`config.mk`:
```
export PLATFORM = sky130hd
export DESIGN_NAME = rank_spike_scheduler
export DESIGN_NICKNAME = d
export VERILOG_FILES = /design/src/rtl/snn_encoder_pkg.sv /design/src/rtl/spike_gap_timer.sv /design/src/rtl/rank_spike_scheduler.sv
export SDC_FILE = /design/constraint.sdc
export NUM_CORES = 1
export LEC_CHECK = 0
export CORE_MARGIN = 2
export CORE_UTILIZATION = 35
export CTS_BUF_LIST = sky130_fd_sc_hd__clkbuf_8
export CTS_CLUSTER_SIZE = 28
export DETAILED_ROUTE_END_ITERATION = 10
export GPL_TIMING_DRIVEN = 0
export PLACE_DENSITY = 0.67
export SETUP_SLACK_MARGIN = 0.15
export SLEW_MARGIN = 0
export SYNTH_ARGS = -nofsm -noshare
export SYNTH_HDL_FRONTEND = slang
export SYNTH_SLANG_ARGS = --single-unit
```
`constraint.sdc`:
```
create_clock -name CLK -period 4.55 [get_ports CLK]
set_input_delay 0.455 -clock CLK [delete_from_list [all_inputs] [get_ports CLK]]
set_output_delay 0.455 -clock CLK [all_outputs]
set_load 0.01 [all_outputs]
```
`src/rtl/snn_encoder_pkg.sv`:
```
// Shared definitions for the rank-order spike encoder: default frame geometry
// (also used by sorter2) and the scheduler state encoding.
package snn_encoder_pkg;

  localparam int DEFAULT_IMAGE_SIZE      = 5;
  localparam int DEFAULT_PIXEL_MAX_VALUE = 10;

  typedef enum logic [2:0] {
    S_IDLE   = 3'd0,
    S_START  = 3'd1,
    S_SORT   = 3'd2,
    S_EMIT   = 3'd3,
    S_GAP    = 3'd4,
    S_FINISH = 3'd5
  } sched_state_t;

endpackage

```
`src/rtl/spike_gap_timer.sv`:
```
// Loadable down-counter that paces spikes; counts down to zero after a load
// and raises zero while idle.
module spike_gap_timer #(
  parameter int W = 1
) (
  input  logic         CLK,
  input  logic         RST,
  input  logic         load,
  input  logic [W-1:0] load_value,
  output logic         zero
);

  logic [W-1:0] gap_cnt;

  // NOTE: sequential state uses non-blocking assignments so every flop
  // samples the pre-edge value of its neighbours.
  always_ff @(posedge CLK) begin
    if (RST)
      gap_cnt <= '0;
    else if (load)
      gap_cnt <= load_value;
    else if (gap_cnt != '0)
      gap_cnt <= gap_cnt - W'(1);
  end

  assign zero = (gap_cnt == '0);

endmodule

```
`src/rtl/rank_spike_scheduler.sv`:
```
// Drives one sorter2 pass per frame and streams the sorted pixel indexes as
// address-event spikes. Optional macro SPIKE_TIMESTAMP_EN adds spike_time.
module rank_spike_scheduler
  import snn_encoder_pkg::*;
#(
  parameter int IMAGE_SIZE      = DEFAULT_IMAGE_SIZE,
  parameter int IMAGE_SIZE_BITS = $clog2(IMAGE_SIZE),
  parameter int PIXEL_MAX_VALUE = DEFAULT_PIXEL_MAX_VALUE,
  parameter int PIXEL_BITS      = $clog2(PIXEL_MAX_VALUE),
  parameter int SPIKE_GAP       = 0,
  parameter int TS_BITS         = 16
) (
  input  logic                   CLK,
  input  logic                   RST,
  input  logic                   img_valid,
  output logic                   img_ready,
  input  logic [PIXEL_BITS:0]    image [0:IMAGE_SIZE-1],
  input  logic                   abort,
  output logic [PIXEL_BITS:0]    sort_image [0:IMAGE_SIZE-1],
  output logic                   sort_start,
  input  logic                   sort_done,
  input  logic [PIXEL_BITS:0]    sorted_indexes [0:IMAGE_SIZE-1],
  output logic                   spike_valid,
  input  logic                   spike_ready,
  output logic [IMAGE_SIZE_BITS:0] spike_addr,
  output logic                   spike_last,
  output logic                   busy,
  output logic                   frame_done
`ifdef SPIKE_TIMESTAMP_EN
  ,
  output logic [TS_BITS-1:0]     spike_time
`endif
);

  localparam int IDX_W = IMAGE_SIZE_BITS + 1;
  localparam int SEL_W = (IMAGE_SIZE_BITS > 0) ? IMAGE_SIZE_BITS : 1;
  localparam int GAP_W = ($clog2(SPIKE_GAP + 1) > 1) ? $clog2(SPIKE_GAP + 1) : 1;
  localparam logic [GAP_W-1:0] GAP_LOAD = GAP_W'((SPIKE_GAP > 0) ? SPIKE_GAP - 1 : 0);

  sched_state_t         state_q, state_d;
  logic [IDX_W-1:0]     rank_q;
  logic [IDX_W-1:0]     sidx_q  [0:IMAGE_SIZE-1];
  logic [PIXEL_BITS:0]  image_q [0:IMAGE_SIZE-1];
  logic                 last_rank;
  logic                 gap_load;
  logic                 gap_zero;
  logic [IMAGE_SIZE-1:0] sidx_unused;

  assign last_rank = (rank_q == IDX_W'(IMAGE_SIZE - 1));

  // NOTE: every always_comb output gets a default first so no path can infer a latch.
  always_comb begin
    state_d  = state_q;
    gap_load = 1'b0;
    if (abort) begin
      state_d = S_IDLE;
    end else begin
      case (state_q)
        S_IDLE:   if (img_valid) state_d = S_START;
        S_START:  state_d = S_SORT;
        S_SORT:   if (sort_done) state_d = S_EMIT;
        S_EMIT: begin
          if (spike_ready) begin
            if (last_rank) begin
              state_d = S_FINISH;
            end else if (SPIKE_GAP > 0) begin
              state_d  = S_GAP;
              gap_load = 1'b1;
            end
          end
        end
        S_GAP:    if (gap_zero) state_d = S_EMIT;
        S_FINISH: state_d = S_IDLE;
        default:  state_d = S_IDLE;
      endcase
    end
  end

  // NOTE: the frame and index buffers are small flop arrays, not RAM, so they
  // are cleared on reset and the sorter never sees stale pixels.
  always_ff @(posedge CLK) begin
    if (RST) begin
      state_q <= S_IDLE;
      rank_q  <= '0;
      for (int i = 0; i < IMAGE_SIZE; i++) begin
        sidx_q[i]  <= '0;
        image_q[i] <= '0;
      end
    end else begin
      state_q <= state_d;
      if (!abort) begin
        if (state_q == S_IDLE && img_valid)
          image_q <= image;
        if (state_q == S_SORT && sort_done) begin
          for (int i = 0; i < IMAGE_SIZE; i++)
            sidx_q[i] <= IDX_W'(sorted_indexes[i]);
          rank_q <= '0;
        end
        if (state_q == S_EMIT && spike_ready && !last_rank)
          rank_q <= rank_q + IDX_W'(1);
      end
    end
  end

  // Upper bits of each sorter index never exceed the pixel count.
  always_comb begin
    for (int i = 0; i < IMAGE_SIZE; i++)
      sidx_unused[i] = ^sorted_indexes[i];
  end

  spike_gap_timer #(.W(GAP_W)) u_gap_timer (
    .CLK        (CLK),
    .RST        (RST),
    .load       (gap_load),
    .load_value (GAP_LOAD),
    .zero       (gap_zero)
  );

  assign img_ready   = (state_q == S_IDLE);
  assign sort_start  = (state_q == S_START);
  assign spike_valid = (state_q == S_EMIT);
  assign spike_addr  = sidx_q[rank_q[SEL_W-1:0]];
  assign spike_last  = spike_valid && last_rank;
  assign busy        = (state_q != S_IDLE);
  assign frame_done  = (state_q == S_FINISH);
  assign sort_image  = image_q;

`ifdef SPIKE_TIMESTAMP_EN
  logic [TS_BITS-1:0] ts_q;

  // Cycles elapsed since the first spike of the frame was offered.
  always_ff @(posedge CLK) begin
    if (RST)
      ts_q <= '0;
    else if (state_q == S_SORT && state_d == S_EMIT)
      ts_q <= '0;
    else if (ts_q != '1)
      ts_q <= ts_q + TS_BITS'(1);
  end

  assign spike_time = spike_valid ? ts_q : '0;
`else
  localparam int ts_bits_unused = TS_BITS;
`endif

endmodule

```
==> impl_metrics.toml <==
[min_path]
hold_path_end = "sort_image[9]$_SDFFE_PP0P_"
hold_class = "flip-flop to flip-flop"
min_from = "sort_image[9]$_SDFFE_PP0P_"
hold_depth = 2

[floorplan]
fp.dieArea_um2 = 7280
die-width_um = 85.3
die_h_um = 85.3
start_util_pct = 36.2
core_area_um2 = 6390
io_pins = 91
rows = 29

[placed_design]
dp_hpwl_um = 3860
io_buffer_count = 83
dp_slack_ns = 2.21
gp_congestion = 0.759
placed_cells = 388

[route]
post_drt_wl_per_cell_um = 13.4
routed_wl_um = 5320
drtIter0Drc = 60
via_per_inst = 4.71
drc = 0
detail_route.first_pass.iterations = 4
num_vias = 1867
drtAntennaViolNets = 0

[worst_setup_path]
crit_fanout = 4
rrSetupSlack_ns = 2.51
path_cells = "mux4_2 -> mux2_2 -> clkdlybuf4s50_1"
end_kind = "output port"
crit_slowest_cell = "mux4_2"
cpPeakStageDelay_ns = 0.54
crit_required_ns = 4.09
reg2reg_to = "sidx_q[2][2]$_SDFFCE_PN0P_"
arrival_ns = 2.10
rr_startpoint = "state_q[0]$_SDFFE_PP0P_"
worstSetupStartpointType = "flip-flop"
r2r_cells = 4
critPathKind = "flip-flop to output port"

[synth]
synth_area_per_cell_um2 = 10.1
synthMuxAreaShare_pct = 6.27
yosysWarningCount = 0
synth_top_area_share_pct = 31.2
yosysSeqAreaShare_pct = 57.1
yosys.cell_types.count = 33
synth_top_family_by_area = "simple AND/OR/NAND/NOR gates"
synthFlopType = "dfxtp_1"
synth_adder_area_share_pct = 1.08
ys_ff_latch = 56
yosys-top-cells-area = "dfxtp_1, edfxtp_1, nand2_1, a21oi_1, and2_1"
synth_edf_count = 20
synth_xor_area_share_pct = 0
synthArstFlopShare_pct = 0
syn_area_um2 = 2310
yosys.area.top_type = "dfxtp_1"
synth_cells = 228
synth_fp_nets = 286
synth_compound_area_share_pct = 8.06
yosys.area_share.simple_pct = 23.6

[power]
vdd_drop_max_v = 0.000159
power.total_uw = 937
p_leak_uw = 0.00121
power_density_nw_per_um2 = 281

[run]
drv_cap = 0

[sta]
rsz0062_at_grt = "false"
tightest_slew_ns = 0.933
fin_skew_ns = 0.00350
report.final.slew_viol_count = 0
fin_crit_sh_pct = 56.1
setup_violations = 0
slew_headroom_pct = 37.8
setup-tns-final_ns = 0
period_needed_ns = 2.55
worst_slack_ns = 2.00
hold_viol = 0
fmax_mhz = 392

[layout]
instances_no_fill = 396
diodes = 0
drive_gt1_share_pct = 6.58
syn_to_final_growth_pct = 44.0
fin_nets = 376

[clock_network]
cts_made_buffers = 5
cts_tree = "done"
clkTransAtPathRegs_ns = 0.09
ctsHtreeMaxLevel = 2
clock_sinks = 56
cts_resized = 0
cts-root-buf = "clkbuf_8"
holdBufCountCts = 0
clkLatencyLatePin_ns = 0.30
postCtsSetupRepairBufs = 0
cts.path.max_buffers = 2

[grt]
grt_max_degree = 21
antenna_found_initial = 0
grt_pass1_vias = 1830
grt_pass1_wl_um = 8400
grtUsageTotal_pct = 14.7
overflow = 0

[outcome]
status = "finished clean"
[logic make-up after synthesis]
kind of cell / Yosys count
AOI/OAI and AO/OA: 36
DFF: 56
other: 1
and+or+nand+nor: 107
buffers and inverters: 17
adders and majority gates: 2
muxes: 9
[registers in the layout, indices dropped and copies added (netlist names), named ones only]
| signal | count |
|---|---|
| u_gap_timer.gap_cnt | 1 |
| sidx_q | 20 |
| rank_q | 4 |
| state_q | 3 |
| sort_image | 25 |
[worst max path at each step]
stage,cells past startpoint,endpoint,slack (ns),startpoint
after floorplan,4,sidx_q[0][0]$_SDFFCE_PN0P_,2.74,abort
after global placement,3,sidx_q[1][2]$_SDFFCE_PN0P_,2.24,sort_done
after detailed placement,3,sidx_q[1][2]$_SDFFCE_PN0P_,2.21,sort_done
after CTS,3,spike_addr[0],1.95,flip-flop
after global routing,3,spike_addr[0],1.89,flip-flop
final,3,spike_addr[0],2.00,flip-flop
[synth_stat cells (3+ instances only)]
cell type	number
a21oi_1	32
and2_1	21
and3_1	3
buf_6	3
clkbuf_1	10
dfxtp_1	36
edfxtp_1	20
inv_1	3
mux2_2	4
mux4_2	4
nand2_1	52
nand3_1	4
nor2_1	8
nor3_1	5
[area by class of cell]
| cell class | instances | area [um^2] |
|---|---|---|
| clock inverters | 2 | 7.51 |
| plain buffers | 13 | 71.3 |
| clock buffers | 6 | 82.6 |
| repair buffers | 83 | 831 |
| multi-input cells | 155 | 906 |
| fillers | 577 | 3060 |
| flip-flops and latches | 56 | 1320 |
| inverters | 4 | 15.0 |
| well taps | 77 | 96.3 |
[layer usage]
metal  track usage [%]  vias to the layer above  routed length, um
li1                  -                      953                  -
met1              18.3                      845               2330
met2              23.2                       64               2380
met3              6.13                        5                563
met4              4.33                        0                 48
met5                 0                        -                  0
[metrics by stage]
step	util [%]	area (um^2)	hold WS, ns
5_1_grt	52.2	3330	0.476
3_3_place_gp	50.7	3240	0.440
2_1_floorplan	-	2310	0.452
4_1_cts	52.2	3330	0.459
6_report	52.2	3330	0.456
3_5_place_dp	50.7	3240	0.446
[report_power, final]
group,total (uW),leakage (uW),switching [uW],internal (uW)
clock,272,0.0000538,151,120
combinational,122,0.000653,47.7,74.5
sequential,543,0.000499,7.50,535
total,937,0.00121,207,730
[placed cells by master, fill, tap and decap left out, drive strengths merged, types with 2 or more instances in the layout]
| master | Yosys | final |
|---|---|---|
| nor2 | 8 | 8 |
| clkdlybuf4s50 | 0 | 83 |
| nor3 | 6 | 6 |
| inv | 4 | 6 |
| nand3 | 4 | 4 |
| mux4 | 4 | 4 |
| nand2b | 2 | 2 |
| and3b | 2 | 2 |
| and3 | 3 | 3 |
| edfxtp | 20 | 20 |
| mux2 | 4 | 4 |
| dfxtp | 36 | 36 |
| a21oi | 32 | 32 |
| clkbuf | 10 | 16 |
| nor3b | 2 | 2 |
| buf | 3 | 3 |
| and2 | 21 | 21 |
| nand2 | 52 | 52 |
| ha | 2 | 2 |
| a31oi | 2 | 2 |
[worst max-delay path: cells and delay by family (launching register included)]
| kind | cells | cell delay (ns) |
|---|---|---|
| flops | 1 | 0.50 |
| buf+inv | 1 | 0.49 |
| mux | 2 | 0.81 |
Note: power is estimated with default switching activity, not from simulation.
